--- src/rtl/uart_tx_arbiter.sv ---
// rtl/uart_tx_arbiter.sv - round-robin scheduler sharing one 32-bit UART transmitter
// Serialises whole frames from NUM_REQ requesters and recovers from a start the transmitter never takes.
module uart_tx_arbiter #(
  parameter int NUM_REQ      = 4,
  parameter int BUSY_TIMEOUT = 4,
  parameter int ID_W         = $clog2(NUM_REQ)
) (
  input  logic                    clk,
  input  logic                    rst,
  input  logic [NUM_REQ-1:0]      req,
  input  logic [NUM_REQ*32-1:0]   req_data,
  input  logic [NUM_REQ-1:0]      req_parity,
  output logic [NUM_REQ-1:0]      grant,
  output logic [NUM_REQ-1:0]      done,
  output logic                    err,
  output logic                    active,
  output logic [ID_W-1:0]         cur_id,
  output logic [31:0]             tx_data,
  output logic                    tx_start,
  output logic                    tx_parity_type,
  input  logic                    tx_busy
);

  localparam int CNT_W = $clog2(BUSY_TIMEOUT + 1);

  localparam logic [1:0] S_IDLE      = 2'd0;
  localparam logic [1:0] S_ISSUE     = 2'd1;
  localparam logic [1:0] S_WAIT_BUSY = 2'd2;
  localparam logic [1:0] S_WAIT_DONE = 2'd3;

  logic [1:0]         state_q, state_d;
  logic [ID_W-1:0]    ptr_q, ptr_d;
  logic [CNT_W-1:0]   cnt_q, cnt_d;
  logic [NUM_REQ-1:0] grant_q, grant_d;
  logic [NUM_REQ-1:0] done_q, done_d;
  logic               err_q, err_d;
  logic               active_q, active_d;
  logic [ID_W-1:0]    cur_id_q, cur_id_d;
  logic [31:0]        tx_data_q, tx_data_d;
  logic               tx_start_q, tx_start_d;
  logic               tx_parity_q, tx_parity_d;

  logic [ID_W-1:0]    win;
  logic               win_vld;
  logic [ID_W-1:0]    ptr_inc;

  // Search downward so the candidate closest to ptr is the last one written.
  always_comb begin
    logic [ID_W-1:0] idx;
    idx     = '0;
    win     = '0;
    win_vld = 1'b0;
    for (int k = NUM_REQ - 1; k >= 0; k--) begin
      idx = ID_W'((int'(ptr_q) + k) % NUM_REQ);
      if (req[idx]) begin
        win     = idx;
        win_vld = 1'b1;
      end
    end
  end

  assign ptr_inc = (cur_id_q == ID_W'(NUM_REQ - 1)) ? '0 : cur_id_q + ID_W'(1);

  always_comb begin
    state_d     = state_q;
    ptr_d       = ptr_q;
    cnt_d       = cnt_q;
    grant_d     = '0;
    done_d      = '0;
    err_d       = 1'b0;
    active_d    = active_q;
    cur_id_d    = cur_id_q;
    tx_data_d   = tx_data_q;
    tx_start_d  = 1'b0;
    tx_parity_d = tx_parity_q;
    case (state_q)
      S_IDLE: begin
        // The cycle carrying done is a completion cycle, not an arbitration slot.
        if (win_vld && !tx_busy && (done_q == '0)) begin
          tx_data_d   = req_data[32*win +: 32];
          tx_parity_d = req_parity[win];
          cur_id_d    = win;
          grant_d     = NUM_REQ'(1) << win;
          tx_start_d  = 1'b1;
          active_d    = 1'b1;
          state_d     = S_ISSUE;
        end
      end
      S_ISSUE: begin
        cnt_d   = '0;
        state_d = S_WAIT_BUSY;
      end
      S_WAIT_BUSY: begin
        if (tx_busy) begin
          state_d = S_WAIT_DONE;
        end else if (cnt_q == CNT_W'(BUSY_TIMEOUT - 2)) begin
          err_d    = 1'b1;
          ptr_d    = ptr_inc;
          active_d = 1'b0;
          state_d  = S_IDLE;
        end else begin
          cnt_d = cnt_q + CNT_W'(1);
        end
      end
      S_WAIT_DONE: begin
        if (!tx_busy) begin
          done_d   = NUM_REQ'(1) << cur_id_q;
          ptr_d    = ptr_inc;
          active_d = 1'b0;
          state_d  = S_IDLE;
        end
      end
      default: state_d = S_IDLE;
    endcase
  end

  always_ff @(posedge clk or posedge rst) begin
    if (rst) begin
      state_q     <= S_IDLE;
      ptr_q       <= '0;
      cnt_q       <= '0;
      grant_q     <= '0;
      done_q      <= '0;
      err_q       <= 1'b0;
      active_q    <= 1'b0;
      cur_id_q    <= '0;
      tx_data_q   <= '0;
      tx_start_q  <= 1'b0;
      tx_parity_q <= 1'b0;
    end else begin
      state_q     <= state_d;
      ptr_q       <= ptr_d;
      cnt_q       <= cnt_d;
      grant_q     <= grant_d;
      done_q      <= done_d;
      err_q       <= err_d;
      active_q    <= active_d;
      cur_id_q    <= cur_id_d;
      tx_data_q   <= tx_data_d;
      tx_start_q  <= tx_start_d;
      tx_parity_q <= tx_parity_d;
    end
  end

  assign grant          = grant_q;
  assign done           = done_q;
  assign err            = err_q;
  assign active         = active_q;
  assign cur_id         = cur_id_q;
  assign tx_data        = tx_data_q;
  assign tx_start       = tx_start_q;
  assign tx_parity_type = tx_parity_q;

endmodule

--- config.mk ---
export PLATFORM = sky130hd
export DESIGN_NAME = uart_tx_arbiter
export DESIGN_NICKNAME = d
export VERILOG_FILES = /design/src/rtl/uart_tx_arbiter.sv
export SDC_FILE = /design/constraint.sdc
export NUM_CORES = 1
export LEC_CHECK = 0
export BUFFER_PORTS_ARGS = -buffer_cell sky130_fd_sc_hd__buf_4
export CORE_ASPECT_RATIO = 1.5
export CORE_UTILIZATION = 45
export CTS_CLUSTER_DIAMETER = 60
export DETAILED_ROUTE_END_ITERATION = 6
export PLACE_DENSITY = 0.82
export SYNTH_ARGS = -nofsm -noshare
export SYNTH_HDL_FRONTEND = slang
export SYNTH_SLANG_ARGS = --single-unit
--- constraint.sdc ---
create_clock -name clk -period 5.1 [get_ports clk]
set_input_delay 0.765 -clock clk [delete_from_list [all_inputs] [get_ports clk]]
set_output_delay 0.765 -clock clk [all_outputs]
set_load 0.05 [all_outputs]
After elaboration in Yosys (flattened, before gate mapping). Cells that the tools add are included.

Bits in latches: 0. Bits in registers: 53. Word-level logic and storage cells: 93. Memories kept: 0. ROM bits: 0. RAM bits: 0. Input port bits: 139.

Bitwise gates (word level): 0. Shift-type cells: 3. Multiplexer cells: 45. Reduce and logical (&&, ||, !) cells: 13. $mul: 0. Divide/modulo/power cells: 0. Add/subtract/negate cells: 5. Equal/unequal tests: 11. Order comparisons: 5.

Operators by type and width (number): $shiftx A128 B8 Y32 (1); $mux W2 (12); $mux W1 (18); $mux W4 (4); $lt A2 B3 Y1 const B (5); $bmux W1 S2 (5); $ne A2 B2 Y1 const B (5); $pmux W2 S4 (1); $shl A1 B2 Y4 const A (2); $eq A2 B2 Y1 const B (3); $mux W3 (2); $pmux W3 S2 (1); $reduce_and A3 Y1 (2); $reduce_and A5 Y1 (1); $add A2 B1 Y2 const B (2); $add A2 B2 Y2 const B (2); $logic_not A4 Y1 (1); $pmux W2 S2 (1); $reduce_and A4 Y1 (1); $reduce_bool A2 Y1 (2); $add A3 B1 Y3 const B (1); $eq A3 B2 Y1 const B (1); $ne A3 B3 Y1 const B (1); $pmux W1 S3 (1); other kinds (6) (7).

Logic depth before layout (Yosys ltp).
Depth in word-level cells: 11. Depth in mapped cells: 8. Mapped depth without buffers: 7.

Least setup slack after synthesis. Ideal clock, no wire load.

Path type: input -> register. Start point: input req[1]. End point: register tx_data_q[0] (netlist: tx_data[0]). Data required time: 5.018 ns. Buffers on the path: 3. Stages: 8. Setup slack: 2.976 ns. Arrival time: 2.042 ns. Cells stage by stage: buf_2 nand2b_1 a21oi_1 o32a_1 buf_4 clkbuf_1 nand3_1 a31oi_1.

Longest elaborated chain between the ends: 9.

Ends and longest elaborated chain: start, declared (line 10) `input logic [NUM_REQ-1:0] req,`; parallel branches: the longest is 9 deep, another holds $shiftx A128 B8 Y32; end signal, assigned (line 139) `tx_data_q <= tx_data_d;`; end, declared (line 39) `logic [31:0] tx_data_q, tx_data_d;`.

Several ways; the timed one is not identified. The select of a mux whose other input is x is not followed. A chain may end at the register's enable or synchronous reset.

Worst setup path in the final report.
Start point: register done_q[1] (netlist: done[1]). End point: register tx_data_q[17] (netlist: tx_data[17]).

Longest elaborated chain between the ends: 3.

Ends and longest elaborated chain: start, declared (line 35) `logic [NUM_REQ-1:0] done_q, done_d;`; start signal, assigned (line 135) `done_q <= done_d;`; $logic_not A4 Y1 (line 79) `if (win_vld && !tx_busy && (done_q == '0)) begin`; $logic_and A1 B1 Y1 (line 79); $reduce_and A2 Y1 (no line).

Every way passes these cells.

==> impl_metrics.toml <==
[synthesis]
ys_seq_area_frac = 0.407
synthArstFlopShare = 1.00
synthFlopType = "dfrtp_1"
synth.mux.area_fraction = 0.00615
yosys.area_share.simple = 0.216
ys_warn_count = 0
synth_xor_area_frac = 0.00269
synth_cell_type_count = 37
synthTopCellsByArea = "dfrtp_1, a221oi_2, nand3_1, a31oi_1, nor2_1"
ys_top_cells_by_count = "nand3_1, dfrtp_1, nor2_1"
synth_top_family_by_area = "compound AO/OA/AOI/OAI gates"
synth_edf_count = 0
syn_inst = 351
synth-seq-cells = 53
yosysMostFrequentCell = "nand3_1"
synthAdderAreaFrac = 0.0423
synth_top_area_frac = 0.407
synth_nets = 501
synth_area_leader_cell = "dfrtp_1"
synth-compound-area-share = 0.259
netlist_area_sq_um = 3260
avgSynthCellArea_sq_um = 9.28

[final_layout]
diodes = 0
drive_above_1_share = 0.451
multi_input_area_sq_um = 1720
final_nets = 661
ff_latch_area_sq_um = 1330
final_cell_area_sq_um = 4690
n_fill_cell = 575
syn_to_final_growth_pct = 44.0

[clock_tree]
cts_buffers = 5
postCtsHoldBufs = 0
cts.clk_slew.worst_paths_ns = 0.10
cts_max_level = 2
ctsResizeCount = 0
clkSinkCount = 53
post_cts_buffers = 0
clockRootBuffer = "clkbuf_8"
cts_tree = "yes"
cts_max_path_buffers = 2
clock_latency_ns = 0.31

[sta]
fmax_mhz = 332
final.setup.tns_ns = 0
period_share = 0.590
rsz0062_at_grt = "false"
drv_slew = 0
worst_pin_slew_ns = 1.19
fin_skew_ns = 0.0108
maxSlewHeadroom = 0.207
setup_viol = 0
finalHoldViolations = 0
min_period_ns = 3.01
setup_slack_ns = 2.09

[drt]
ant_nets = 0
via_count = 3547
drc = 0
wl_met2_um = 5940
top_layer_used = "met4"
finalWirelength_um = 11300
routed_via_density = 6.01
first_pass_iters = 4
drt_iter0_markers = 311
wl_met1_um = 4030
wire_per_inst_um = 19.1
dr_wl_met3_um = 907

[placed_design]
io_buffers = 184
finalWeightedCongestion = 0.876
dpl_cell_area_sq_um = 4590
dpl.hpwl_um = 8240
post-place-ws_ns = 1.87

[critical_path]
crit_type = "reg -> reg"
end_kind = "register"
cp_cell_sequence = "or4_4 -> nor3_4 -> nand2_2 -> inv_2 -> nor2_1 -> a31oi_1"
crit_arrival_ns = 3.22
start_kind = "register"
path_max_fanout = 42
cp.required_ns = 5.31
crit_slowest_cell = "inv_2"
critPathMaxStageDelay_ns = 0.81

[pwr]
vdd_drop_max_v = 0.000331
power_density_nw_per_um2 = 594
p_leak_nw = 2.21

[floorplanning]
num_rows = 37
die_area_sq_um = 7590
fp.dieH_um = 106
core-area_sq_um = 6940
start_util = 0.469
dieWidth_um = 71.5
ios = 185

[outcome]
status = "finished clean"

[global_route]
antenna_found_initial = 0
grt-ovfl-total = 0
grt_usage = 0.289
grt_max_degree = 54
grt_first_pass_wirelength_um = 17100
grt_pass1_vias = 3431

[hold_path]
hp-class = "reg -> reg"

[job]
max_cap_viol_count = 0
routing by layer:
| layer | up-vias | GRT usage |
|---|---|---|
| li1 | 1634 | - |
| met1 | 1715 | 0.320 |
| met2 | 171 | 0.522 |
| met3 | 27 | 0.0626 |
| met4 | 0 | 0.129 |
| met5 | - | 0 |
critical path, delay by kind of cell (launching register included):
kind / cells / cell delay (ns)
flip-flops: 1 / 0.42
AO/OA/AOI/OAI: 1 / 0.22
buffers and inverters: 1 / 0.81
AND/OR/NAND/NOR: 4 / 1.43
sequential cells by signal, summed over array words and instances (netlist names), 2 cells and up:
signal   count
done         4
cnt_q        3
tx_data     32
cur_id       2
state_q      2
ptr_q        2
grant        4
area by class of cell:
type	instances	share of cell area
Multi-Input combinational cell	253	0.367
Inverter	11	0.00880
Timing Repair Buffer	187	0.299
Sequential cell	53	0.283
Clock buffer	7	0.0205
Tap cell	78	0.0208
Clock inverter	1	0.00107
through the flow:
stage          hold slack (ns)  instances  power [W]  utilization
2_1_floorplan            0.475        351    0.00199            -
3_3_place_gp             0.482        582    0.00247        0.661
3_5_place_dp             0.491        582    0.00253        0.661
4_1_cts                  0.512        590    0.00280        0.675
5_1_grt                  0.531        590    0.00294        0.675
6_report                 0.503        590    0.00279        0.675
cell usage in the layout (no fill, tap or decap):
cell,synthesis,routed
o21ai_1,7,7
o41ai_1,2,2
nand2_1,8,8
clkinv_2,0,1
or4_4,1,1
nor3_1,2,2
o32ai_2,1,1
o21ai_0,4,4
o221a_2,1,2
a221oi_2,25,25
nor4_1,1,1
and2_1,8,8
nand2b_1,2,2
inv_1,9,8
nand3_1,68,68
o32a_2,0,1
clkbuf_8,0,7
a211o_1,1,1
a221oi_1,8,8
a21oi_1,9,9
nor2b_1,4,4
xnor2_1,1,1
nor3b_1,1,1
inv_2,2,3
or3_1,2,2
nand2_2,1,1
mux2i_1,2,2
a31oi_1,34,34
buf_4,5,187
ha_1,11,11
o211a_1,1,1
nor3_4,1,2
dfrtp_1,53,53
nor2_1,44,44
power breakdown:
group | internal (W) | switching [W] | total [W]
sequential | 0.000601 | 0.000129 | 0.000730
clock | 0.000123 | 0.000145 | 0.000268
combinational | 0.000568 | 0.00122 | 0.00179
logic make-up (layout without fill, tap and decap cells):
family,Yosys count,count (layout)
simple gates,144,144
compound gates,95,95
flops,53,53
buf+inv,45,206
fa+ha+maj,11,11
mux,2,2
xor+xnor,1,1
final timing paths:
check / cells after the start / to / start / slack [ns]
min: 2 / active$_DFFE_PP0P_ / active$_DFFE_PP0P_ / 0.50
min reg2reg: 2 / active$_DFFE_PP0P_ / active$_DFFE_PP0P_ / 0.50
max reg2reg: 6 / tx_data[17]$_DFFE_PP0P_ / done[1]$_DFF_PP0_ / 2.09
max: 6 / tx_data[17]$_DFFE_PP0P_ / done[1]$_DFF_PP0_ / 2.09
min in group asynchronous: 3 / tx_data[1]$_DFFE_PP0P_ / rst / 0.63
max in group asynchronous: 3 / tx_data[12]$_DFFE_PP0P_ / rst / 3.99
Power figures use the tool's default switching activity.
